[src/rtl/serial_adder.sv]
// Bit-serial adder: LSB-first full-adder chain over WIDTH clock cycles.
// Optional subtract mode is enabled by defining SERIAL_ADDER_SUB_EN (adds port sub).
module serial_adder #(
    parameter int unsigned WIDTH = 8
) (
    input  logic             clk,
    input  logic             rst_n,
    input  logic             start,
`ifdef SERIAL_ADDER_SUB_EN
    input  logic             sub,
`endif
    input  logic [WIDTH-1:0] a,
    input  logic [WIDTH-1:0] b,
    input  logic             cin,
    output logic             busy,
    output logic             done,
    output logic [WIDTH-1:0] sum,
    output logic             cout
);

    localparam int unsigned CNT_W = $clog2(WIDTH + 1);

    typedef enum logic [1:0] {
        IDLE = 2'd0,
        RUN  = 2'd1,
        DONE = 2'd2
    } state_t;

    state_t             state;
    state_t             state_nxt;
    logic [WIDTH-1:0]   a_sr;
    logic [WIDTH-1:0]   b_sr;
    // Holds the WIDTH-1 sum bits produced so far; the final bit goes straight to sum.
    logic [WIDTH-2:0]   res_sr;
    logic               carry;
    logic [CNT_W-1:0]   cnt;

    logic               s_c;
    logic               cy_c;
    logic               last_c;
    logic               load_c;
    logic [WIDTH-1:0]   res_nxt_c;
    logic [WIDTH-1:0]   b_load_c;
    logic               carry_load_c;

    // Full adder on the current LSBs and the carry flop.
    always_comb begin
        s_c       = a_sr[0] ? ~(b_sr[0] ^ carry) : (b_sr[0] ^ carry);
        cy_c      = a_sr[0] ? (b_sr[0] | carry) : (b_sr[0] & carry);
        res_nxt_c = {s_c, res_sr};
        last_c    = (cnt == CNT_W'(WIDTH - 1));
    end

    // Operand conditioning at load time.
    always_comb begin
`ifdef SERIAL_ADDER_SUB_EN
        b_load_c     = sub ? ~b : b;
        carry_load_c = sub | cin;
`else
        b_load_c     = b;
        carry_load_c = cin;
`endif
    end

    always_ff @(posedge clk or negedge rst_n) begin
        if (!rst_n) begin
            state <= IDLE;
        end else begin
            state <= state_nxt;
        end
    end

    always_comb begin
        state_nxt = state;
        load_c    = 1'b0;
        case (state)
            IDLE: begin
                if (start) begin
                    load_c    = 1'b1;
                    state_nxt = RUN;
                end
            end
            RUN: begin
                if (last_c) begin
                    state_nxt = DONE;
                end
            end
            DONE: begin
                if (start) begin
                    load_c    = 1'b1;
                    state_nxt = RUN;
                end else begin
                    state_nxt = IDLE;
                end
            end
            default: state_nxt = IDLE;
        endcase
    end

    always_ff @(posedge clk or negedge rst_n) begin
        if (!rst_n) begin
            busy   <= 1'b0;
            done   <= 1'b0;
            sum    <= '0;
            cout   <= 1'b0;
            a_sr   <= '0;
            b_sr   <= '0;
            res_sr <= '0;
            carry  <= 1'b0;
            cnt    <= '0;
        end else begin
            busy <= (state_nxt == RUN);
            done <= (state_nxt == DONE);
            if (load_c) begin
                a_sr   <= a;
                b_sr   <= b_load_c;
                carry  <= carry_load_c;
                cnt    <= '0;
                res_sr <= '0;
            end else if (state == RUN) begin
                a_sr   <= {1'b0, a_sr[WIDTH-1:1]};
                b_sr   <= {1'b0, b_sr[WIDTH-1:1]};
                carry  <= cy_c;
                cnt    <= cnt + CNT_W'(1);
                res_sr <= res_nxt_c[WIDTH-1:1];
                if (last_c) begin
                    sum  <= res_nxt_c;
                    cout <= cy_c;
                end
            end
        end
    end

endmodule

[config.mk]
export PLATFORM = sky130hd
export DESIGN_NAME = serial_adder
export DESIGN_NICKNAME = d
export VERILOG_FILES = /design/src/rtl/serial_adder.sv
export SDC_FILE = /design/constraint.sdc
export NUM_CORES = 1
export LEC_CHECK = 0
export ABC_AREA = 0
export BUFFER_PORTS_ARGS = -buffer_cell sky130_fd_sc_hd__buf_2
export CAP_MARGIN = 25
export CORE_AREA = 2 2 52 78
export DETAILED_ROUTE_END_ITERATION = 8
export DIE_AREA = 0 0 54 80
export PLACE_DENSITY = 0.8
export REMOVE_ABC_BUFFERS = 1
export SKIP_CTS_REPAIR_TIMING = 1
export SYNTH_ARGS = -nofsm -noshare
export SYNTH_HDL_FRONTEND = slang
export SYNTH_SLANG_ARGS = --single-unit
[constraint.sdc]
create_clock -name clk -period 1.32 [get_ports clk]
set_input_delay 0.132 -clock clk [delete_from_list [all_inputs] [get_ports clk]]
set_output_delay 0.132 -clock clk [all_outputs]
set_load 0.01 [all_outputs]
-- Word-level counts from Yosys, hierarchy flattened
Index checks and enable logic that the tools add are counted.
- bits in registers: 41
- input port bits: 20
- output and inout port bits: 11
- word-level logic and storage cells: 43
- $add $sub $neg: 1
- eq/ne operators: 5
- muxes and demuxes: 18
- bitwise logic cells: 5
- reductions and logical operators: 4
- operators with widths (kind ; number):
    $mux 8 ; 4
    $mux 7 ; 2
    $mux 4 ; 2
    $mux 1 ; 7
    $pmux 2 s3 ; 1
    $add 4x1->4 const B ; 1
    $eq 2x1->1 const B ; 2
    $eq 2x2->1 const B ; 2
    $eq 4x3->1 const B ; 1
    $mux 2 ; 2
    $reduce_and 3->1 ; 1
    $logic_not 2->1 ; 1
    $not 1->1 ; 2
    $reduce_bool 2->1 ; 1
    $reduce_or 2->1 ; 1
    $and 1x1->1 ; 1
    $or 1x1->1 ; 1
    $xor 1x1->1 ; 1

-- Longest topological paths before layout
Gate-level depths: netlist of run 1.
- depth after elaboration: 5
- mapped depth: 5
- gate-level depth less buffers: 4

-- Worst setup path after synthesis of run 1
OpenSTA, ideal clock, no wires.
- kind: register to register
- start: register state[1]
- end: register cout
- setup time: 0.125 ns
- data arrival time: 1.326 ns
- data required time: 1.195 ns
- setup slack: -0.131 ns
- cell stages (with the launch flop): 5
- buffers on the path: 1
- period minus slack after synthesis: 1.451 ns
- path through: dfrtp_1 nand2b_1 buf_6 nor3_4 mux2_2
- cells in the longest elaborated chain, start to end: 5
- elaborated cells between the ends (all ways): 7
- classes of those cells: eq/ne: 2; mux: 1; bitwise: 1; reduce/logical: 3
- ends and longest elaborated chain (element ; RTL line ; RTL):
    from (decl) ; 29 ; state_t state;
    from (signal assigned) ; 69 ; state <= state_nxt;
    $eq 2x2->1 or $logic_not 2->1 (tied branches) ; 76 ; case (state)
    $reduce_or 2->1 (no source line) ; - ;
    $mux 1 ; - ;
    $not 1->1 (no source line) ; - ;
    $reduce_and 3->1 (no source line) (*) ; - ;
    to (signal assigned) ; 128 ; cout <= cy_c;
    to (decl) ; 18 ; output logic cout
Every way passes the cells marked *; elsewhere a longest branch is shown, timed or not.
A chain may end at the register's enable or synchronous reset.

-- Worst setup path in the final report of run 1
- start: register cnt[0]
- end: register sum[6]
- cells in the longest elaborated chain, start to end: 2
- ends and longest elaborated chain (element ; RTL line ; RTL):
    from (decl) ; 36 ; logic [CNT_W-1:0] cnt;
    from (signal assigned) ; 124 ; cnt <= cnt + CNT_W'(1);
    $eq 4x3->1 ; 51 ; last_c = (cnt == CNT_W'(WIDTH - 1));
    $reduce_and 3->1 (no source line) ; - ;
    to (signal assigned) ; 127 ; sum <= res_nxt_c;
    to (decl) ; 17 ; output logic [WIDTH-1:0] sum,
Every way passes these cells.

==> results.sh, run 1 <==
export IMPL_antenna_cells=0
export IMPL_startpoint_type="flop"
export IMPL_nets=218
export IMPL_syn_to_final_growth_pct=27.9
export IMPL_num_rows=27
export IMPL_vias=1282
export IMPL_synth_edf_count=0
export IMPL_hold_class="in -> reg"
export IMPL_drt_initial_drc_count=32
export IMPL_highest_layer="met4"
export IMPL_worst_ir_drop_vdd_mv=1.29
export IMPL_drive_above_1_share=0.378
export IMPL_antenna_left=0
export IMPL_wl_mm=3.43
export IMPL_worstSetupEndpointType="flop"
export IMPL_viasPerCell=5.36
export IMPL_powerDensity_mw_per_mm2=2420
export IMPL_synth_top_cell_area_share=0.600
export IMPL_status="finished with violations"
export IMPL_p_leak_nw=1.08
export IMPL_hold_viol=0
export IMPL_ff2ff_path_depth=5
export IMPL_syn_avg_cell_area_um2=11.5
export IMPL_coreArea_mm2=0.00365
export IMPL_synth_top_cell_by_area="dfrtp_1"
export IMPL_whs_path_depth=3
export IMPL_synth_seq_cells=41
export IMPL_period_share=1.08
export IMPL_die_area_mm2=0.00432
export IMPL_cts_root_buf="clkbuf_8"
export IMPL_setup_viol=9
export IMPL_grt_max_degree=24
export IMPL_synth_most_common_cell="dfrtp_1"
export IMPL_synthTopCellsByArea="dfrtp_1, mux2_2, nand2_1, a22o_1, a31oi_1"
export IMPL_yosys_warnings=0
export IMPL_met2WireLength_mm=1.80
export IMPL_clk_latency_ps=290
export IMPL_worstMarginPinSlew_ps=360
export IMPL_drcViolationCount=0
export IMPL_first_global_vias=1221
export IMPL_tritoncts="built"
export IMPL_met3_length_um=180
export IMPL_wirelength_met1_mm=1.41
export IMPL_crit_required_ps=1490
export IMPL_hold_path_end="b_sr[1]"
export IMPL_fin_skew_ps=9.36
export IMPL_grt_util_all_layers=0.170
export IMPL_synth_cells=149
export IMPL_synth_async_sr_flop_share=1.00
export IMPL_post_route_worst_setup_slack_ps=-104
export IMPL_clk_path_buf_depth=2
export IMPL_grt_antenna_before_repair=0
export IMPL_finalWeightedCongestion=0.772
export IMPL_slew_headroom=0.760
export IMPL_slew_violations=0
export IMPL_syn_area_mm2=0.00171
export IMPL_rsz0062_at_grt="yes"
export IMPL_maxCapViolCount=0
export IMPL_grt_pass1_wl_mm=5.38
export IMPL_regToRegSetupSlack_ps=-100
export IMPL_grt_ovfl_total=0
export IMPL_finalPower_mw=5.30
export IMPL_htree_levels=2
export IMPL_path_class="reg -> reg"
export IMPL_r2r_start="cnt[0]"
export IMPL_synth_top_flop_cell="dfrtp_1"
export IMPL_critical_path_arrival_ps=1590
export IMPL_violations="setup timing"
export IMPL_reg2reg_to="sum[6]"
export IMPL_layout_min_cycle_time_ps=1420
export IMPL_fmax_mhz=702
export IMPL_clock_sinks=41
export IMPL_initial_core_util=0.468
export IMPL_worstPathMaxFanout=10
export IMPL_yosys_top_cells_count="dfrtp_1, nand2_1, mux2_2"
export IMPL_synth_seq_area_share=0.600
export IMPL_drt_pass1_iterations=4
export IMPL_ys_types=25
export IMPL_num_io_pins=31
export IMPL_portBuffers=30
export IMPL_finalSetupTns_ps=-836
export IMPL_min_delay_start="b[1]"
export IMPL_cts_buffers=5
export IMPL_path_clk_slew_ps=80
export IMPL_dieHeight_um=80
export IMPL_die_x_um=54
export IMPL_dp_hpwl_mm=2.46
export IMPL_wire_per_inst_um=14.4
## flip-flops by register name (all words and copies together), names as in the netlist
register / flops
done: 1
sum: 8
state: 2
cnt: 4
cout: 1
res_sr: 7
a_sr: 8
busy: 1
b_sr: 8
carry: 1
## worst max-delay path, stage by stage, from the launching register on
cell     delay, ps
dfrtp_1        380
ha_2           220
nand2_4         60
nor3_4         150
buf_12         150
mux2_2         330
## power breakdown
| group | switching (mW) | internal (mW) |
|---|---|---|
| Combinational | 1.08 | 1.18 |
| Sequential | 0.365 | 1.83 |
| Clock | 0.416 | 0.423 |
| Total | 1.86 | 3.43 |
## worst max-delay path by stage
stage / from / end / slack, ps
finish: cnt[0] / sum[6] / -100
global placement: cnt[0] / sum[6] / -40
floorplan: state[1] / cout / -320
detailed placement: cnt[0] / sum[0] / -100
global route: cnt[0] / sum[6] / -160
CTS: cnt[0] / sum[6] / -120
## per-stage QoR
step | util | hold slack, ps | cells | setup slack [ps] | cell area, um2
after floorplan | - | -164 | 140 | -324 | 1660
after global placement | 0.555 | 59.7 | 229 | -35.4 | 2020
after detailed placement | 0.555 | 59.5 | 229 | -103 | 2020
after CTS | 0.581 | -257 | 237 | -120 | 2120
after global routing | 0.599 | 66.7 | 239 | -164 | 2190
final | 0.599 | 69.6 | 239 | -104 | 2190
## area by class of cell
| class | count | area [um2] |
|---|---|---|
| clock buffers | 6 | 82.6 |
| clock inverters | 2 | 13.8 |
| fillers | 306 | 1460 |
| inverters | 3 | 11.3 |
| multi-input cells | 96 | 661 |
| flip-flops and latches | 41 | 1030 |
| well taps | 43 | 53.8 |
| repair buffers | 48 | 337 |
## per-layer routing
metal / global-route usage / vias up
met5: 0 / -
met4: 0.0600 / 0
met3: 0.0431 / 5
met2: 0.299 / 42
met1: 0.191 / 623
li1: - / 612
## logic make-up after synthesis
family / after synthesis / synth area share
adder cells (fa/ha/maj): 3 / 0.0220
XOR/XNOR: 1 / 0.00513
AO/OA/AOI/OAI: 26 / 0.113
multiplexers: 14 / 0.0900
buffers and inverters: 12 / 0.0344
AND/OR/NAND/NOR: 52 / 0.135
flip-flops: 41 / 0.600
## layout by cell type (no fill, tap or decap), drive strengths merged, types with 3 or more instances in the layout
| cell | count |
|---|---|
| dfrtp | 41 |
| nor2 | 11 |
| buf | 47 |
| mux2i | 3 |
| nand3 | 4 |
| clkbuf | 6 |
| mux2 | 11 |
| a22o | 10 |
| a31oi | 10 |
| nor3 | 3 |
| inv | 3 |
| ha | 3 |
| nand2 | 29 |
| a22oi | 3 |
Note: power is estimated with default switching activity, not from simulation.
==> run 2: changes to the inputs <==
--- a/config.mk
+++ b/config.mk
@@ -6,12 +6,12 @@
 export NUM_CORES = 1
 export LEC_CHECK = 0
 export ABC_AREA = 0
-export BUFFER_PORTS_ARGS = -buffer_cell sky130_fd_sc_hd__buf_2
 export CAP_MARGIN = 25
-export CORE_AREA = 2 2 52 78
+export CORE_AREA = 2 2 62 64
 export DETAILED_ROUTE_END_ITERATION = 8
-export DIE_AREA = 0 0 54 80
-export PLACE_DENSITY = 0.8
+export DIE_AREA = 0 0 64 66
+export DONT_BUFFER_PORTS = 1
+export PLACE_DENSITY = 0.74
 export REMOVE_ABC_BUFFERS = 1
 export SKIP_CTS_REPAIR_TIMING = 1
 export SYNTH_ARGS = -nofsm -noshare
==> results.sh, run 2 (same netlist as run 1, synthesis figures left out) <==
export IMPL_status="finished with violations"
export IMPL_violations="setup timing"
export IMPL_finalNonFillerCells=227
export IMPL_die_x_um=64
export IMPL_grt_max_degree=42
export IMPL_syn_to_final_growth_pct=23.3
export IMPL_grt_antenna_before_repair=0
export IMPL_worstSetupEndpointType="flop"
export IMPL_dp_hpwl_mm=2.32
export IMPL_drt_initial_drc_count=83
export IMPL_slew_headroom=0.851
export IMPL_path_clk_slew_ps=100
export IMPL_clk_path_buf_depth=2
export IMPL_portBuffers=0
export IMPL_startpoint_type="flop"
export IMPL_cts_root_buf="clkbuf_4"
export IMPL_hold_class="in -> reg"
export IMPL_fmax_mhz=717
export IMPL_wl_mm=3.47
export IMPL_layout_common_cells="dfrtp_1, nand2_1, dlygate4sd3_1"
export IMPL_nets=202
export IMPL_grt_util_all_layers=0.175
export IMPL_period_share=1.06
export IMPL_drive_above_1_share=0.212
export IMPL_maxCapViolCount=0
export IMPL_post_route_worst_setup_slack_ps=-74.7
export IMPL_powerDensity_mw_per_mm2=2270
export IMPL_wire_per_inst_um=15.3
export IMPL_rsz0062_at_grt="yes"
export IMPL_hold_viol=0
export IMPL_setup_viol=20
export IMPL_tritoncts="built"
export IMPL_finalWeightedCongestion=0.811
export IMPL_dieHeight_um=66
export IMPL_slew_violations=0
export IMPL_crit_required_ps=1550
export IMPL_first_global_vias=1188
export IMPL_initial_core_util=0.481
export IMPL_worst_ir_drop_vdd_mv=1.04
export IMPL_vias=1227
export IMPL_die_area_mm2=0.00422
export IMPL_layout_min_cycle_time_ps=1390
export IMPL_coreArea_mm2=0.00355
export IMPL_htree_levels=2
export IMPL_num_io_pins=31
export IMPL_p_leak_nw=0.970
export IMPL_grt_ovfl_total=0
export IMPL_num_rows=22
export IMPL_worstPathMaxFanout=10
export IMPL_cts_buffers=5
export IMPL_clk_latency_ps=340
export IMPL_worstMarginPinSlew_ps=223
export IMPL_dpl_cell_count=202
export IMPL_grt_pass1_wl_mm=5.59
export IMPL_drt_pass1_iterations=4
export IMPL_antenna_left=0
export IMPL_final_common_cell="dfrtp_1"
export IMPL_antenna_cells=0
export IMPL_finalPower_mw=4.78
export IMPL_drcViolationCount=0
export IMPL_path_class="reg -> reg"
export IMPL_biggestRegsByFlops="a_sr: 8 flops, b_sr: 8 flops, sum: 8 flops"
export IMPL_viasPerCell=5.41
export IMPL_critical_path_arrival_ps=1630
export IMPL_clock_sinks=41
export IMPL_fin_skew_ps=7.02
## run 2: cell types whose count changed in the layout (fill, tap and decap cells not counted), moves of 2 or more
cell	change
clkbuf_4	+5
buf_6	-2
clkbuf_8	-5
buf_2	-30
buf_12	-2
dlygate4sd3_1	+16
## run 2: routing by layer
metal / wire, um / part of all wire / GRT usage
met1: 1480 / 0.43 / 0.215
met2: 1730 / 0.50 / 0.273
met3: 218 / 0.063 / 0.0681
met4: 39 / 0.011 / 0.0788
met5: 0 / 0 / 0
## run 2: stage by stage
stage	utilization	TNS (ps)	hold slack, ps	cell area [um2]	worst slack, ps
after global routing	0.593	-2530	48.1	2110	-148
after floorplan	-	-4390	-164	1660	-324
final	0.593	-927	63.1	2110	-74.7
after global placement	0.518	-129	-162	1840	-15.0
after detailed placement	0.518	-839	-163	1840	-96.6
after CTS	0.533	-1220	-543	1890	-120
## run 2: cell type report
class | instances | area [um2]
timing repair buffer | 32 | 319
multi-input combinational | 96 | 636
tap | 48 | 60.1
fill | 293 | 1440
inverter | 3 | 11.3
sequential | 41 | 1030
clock buffer | 7 | 55.1
## run 2: where the power goes
part | switching [mW] | internal, mW | leakage (nW)
sequential | 0.450 | 1.82 | 0.511
combinational | 0.926 | 0.971 | 0.428
clock | 0.362 | 0.252 | 0.0314
total | 1.74 | 3.05 | 0.970
## run 2: worst max-delay path: stages, from the launching register on
cell and delay, ps:
dfrtp_1 380, ha_2 200, nand2_2 70, nor3_4 150
buf_12 150, mux2_2 330
## run 2: worst paths after layout
kind,cells after the start,slack (ps),startpoint,to
setup / recovery,5,-70,cnt[0],sum[6]
hold / removal,2,60,cin,carry
setup reg to reg,5,-70,cnt[0],sum[6]
hold reg to reg,1,530,a_sr[7],a_sr[7]
max in group asynchronous,2,860,rst_n,cout
min in group asynchronous,2,270,rst_n,a_sr[3]
==> run 3: changes to the inputs <==
--- a/config.mk
+++ b/config.mk
@@ -11,7 +11,7 @@
 export DETAILED_ROUTE_END_ITERATION = 8
 export DIE_AREA = 0 0 64 66
 export DONT_BUFFER_PORTS = 1
-export PLACE_DENSITY = 0.74
+export PLACE_DENSITY_LB_ADDON = 0.2
 export REMOVE_ABC_BUFFERS = 1
 export SKIP_CTS_REPAIR_TIMING = 1
 export SYNTH_ARGS = -nofsm -noshare
==> results.sh, run 3 (same netlist as run 1, synthesis figures left out) <==
export IMPL_num_io_pins=31
export IMPL_path_class="reg -> reg"
export IMPL_fmax_mhz=696
export IMPL_fillers=285
export IMPL_worst_ir_drop_vdd_mv=1.04
export IMPL_p_leak_nw=0.978
export IMPL_slew_violations=0
export IMPL_violations="setup timing"
export IMPL_layout_common_cells="dfrtp_1, nand2_1, dlygate4sd3_1"
export IMPL_layout_min_cycle_time_ps=1440
export IMPL_final_common_cell="dfrtp_1"
export IMPL_drive_above_1_share=0.200
export IMPL_drcViolationCount=0
export IMPL_biggestRegsByFlops="a_sr: 8 flops, b_sr: 8 flops, sum: 8 flops"
export IMPL_crit_required_ps=1540
export IMPL_portBuffers=0
export IMPL_clock_sinks=41
export IMPL_whs_ps=43.8
export IMPL_maxCapViolCount=0
export IMPL_slew_headroom=0.853
export IMPL_post_route_worst_setup_slack_ps=-118
export IMPL_multi_input_area_um2=626
export IMPL_grt_ovfl_total=0
export IMPL_vias=1219
export IMPL_dieHeight_um=66
export IMPL_worstPathMaxFanout=10
export IMPL_powerDensity_mw_per_mm2=2270
export IMPL_startpoint_type="flop"
export IMPL_dp_hpwl_mm=2.34
export IMPL_finalPower_mw=4.79
export IMPL_viasPerCell=5.35
export IMPL_initial_core_util=0.481
export IMPL_rsz0062_at_grt="yes"
export IMPL_num_rows=22
export IMPL_nets=203
export IMPL_wl_mm=3.34
export IMPL_clk_latency_ps=340
export IMPL_clk_path_buf_depth=2
export IMPL_die_x_um=64
export IMPL_wire_per_inst_um=14.7
export IMPL_grt_util_all_layers=0.171
export IMPL_worstSetupEndpointType="flop"
export IMPL_cts_buffers=5
export IMPL_antenna_cells=0
export IMPL_syn_to_final_growth_pct=23.6
export IMPL_coreArea_mm2=0.00355
export IMPL_htree_levels=2
export IMPL_grt_max_degree=42
export IMPL_seqCellArea_mm2=0.00103
export IMPL_path_clk_slew_ps=120
export IMPL_critical_path_arrival_ps=1660
export IMPL_first_global_vias=1231
export IMPL_period_share=1.09
export IMPL_setup_viol=12
export IMPL_grt_antenna_before_repair=0
export IMPL_antenna_left=0
export IMPL_tritoncts="built"
export IMPL_hold_class="in -> reg"
export IMPL_place_ws_ps=-96.2
export IMPL_die_area_mm2=0.00422
export IMPL_status="finished with violations"
export IMPL_grt_pass1_wl_mm=5.49
export IMPL_worstMarginPinSlew_ps=220
export IMPL_crit_path_cell_trace="ha_1, nand2_1, nor3_4, buf_12, mux2_2"
export IMPL_cpPeakStageDelay_ps=410
export IMPL_cts_root_buf="clkbuf_4"
export IMPL_worst_path_max_delay_cell="dfrtp_1"
export IMPL_hold_viol=0
export IMPL_fin_skew_ps=13.2
export IMPL_drt_pass1_iterations=4
export IMPL_finalWeightedCongestion=0.751
export IMPL_drt_initial_drc_count=55
==> run 3: cell count changes in the layout (fill, tap and decap cells not counted), sizes merged <==
cell / previous run / this run
buf: 15 / 16
==> run 3: worst paths after layout <==
kind / start / to / slack (ps) / cells past startpoint
min in group asynchronous: rst_n / a_sr[4] / 280 / 2
max in group asynchronous: rst_n / cout / 830 / 2
worst max-delay path: cnt[0] / cout / -120 / 5
worst min register to register: b_sr[7] / b_sr[7] / 520 / 1
worst max register to register: cnt[0] / cout / -120 / 5
worst min-delay path: start / state[0] / 40 / 2
==> run 3: power by group <==
group | switching, mW | internal [mW] | total [mW]
Clock | 0.368 | 0.252 | 0.620
Sequential | 0.436 | 1.82 | 2.26
Combinational | 0.908 | 1.00 | 1.91
==> run 3: layout make-up <==
| type | count | share of cell area |
|---|---|---|
| clock buffer | 7 | 0.0261 |
| sequential | 41 | 0.485 |
| multi-input combinational | 96 | 0.296 |
| timing repair buffer | 33 | 0.159 |
| inverter | 3 | 0.00533 |
| tap | 48 | 0.0284 |
==> run 3: metal layers <==
metal	GRT usage	up-vias	part of all wire
met5	0	-	0
met4	0.0543	0	0.0090
met3	0.0681	4	0.055
met2	0.289	34	0.51
met1	0.198	600	0.42
li1	-	581	-
==> run 3: per-stage QoR <==
stage	instance area, um2	setup TNS (ps)	cells	utilization
floorplan	1660	-4390	140	-
global placement	1850	-570	202	0.521
detailed placement	1850	-824	202	0.521
CTS	1910	-1410	209	0.537
global route	2110	-2500	228	0.595
finish	2110	-1040	228	0.595
==> run 3: worst max-delay path: cells and delay by family (launching register included) <==
kind | cells | cell delay (ps)
DFF | 1 | 410
muxes | 1 | 330
and+or+nand+nor | 2 | 260
adders and majority gates | 1 | 180
buffers and inverters | 1 | 150
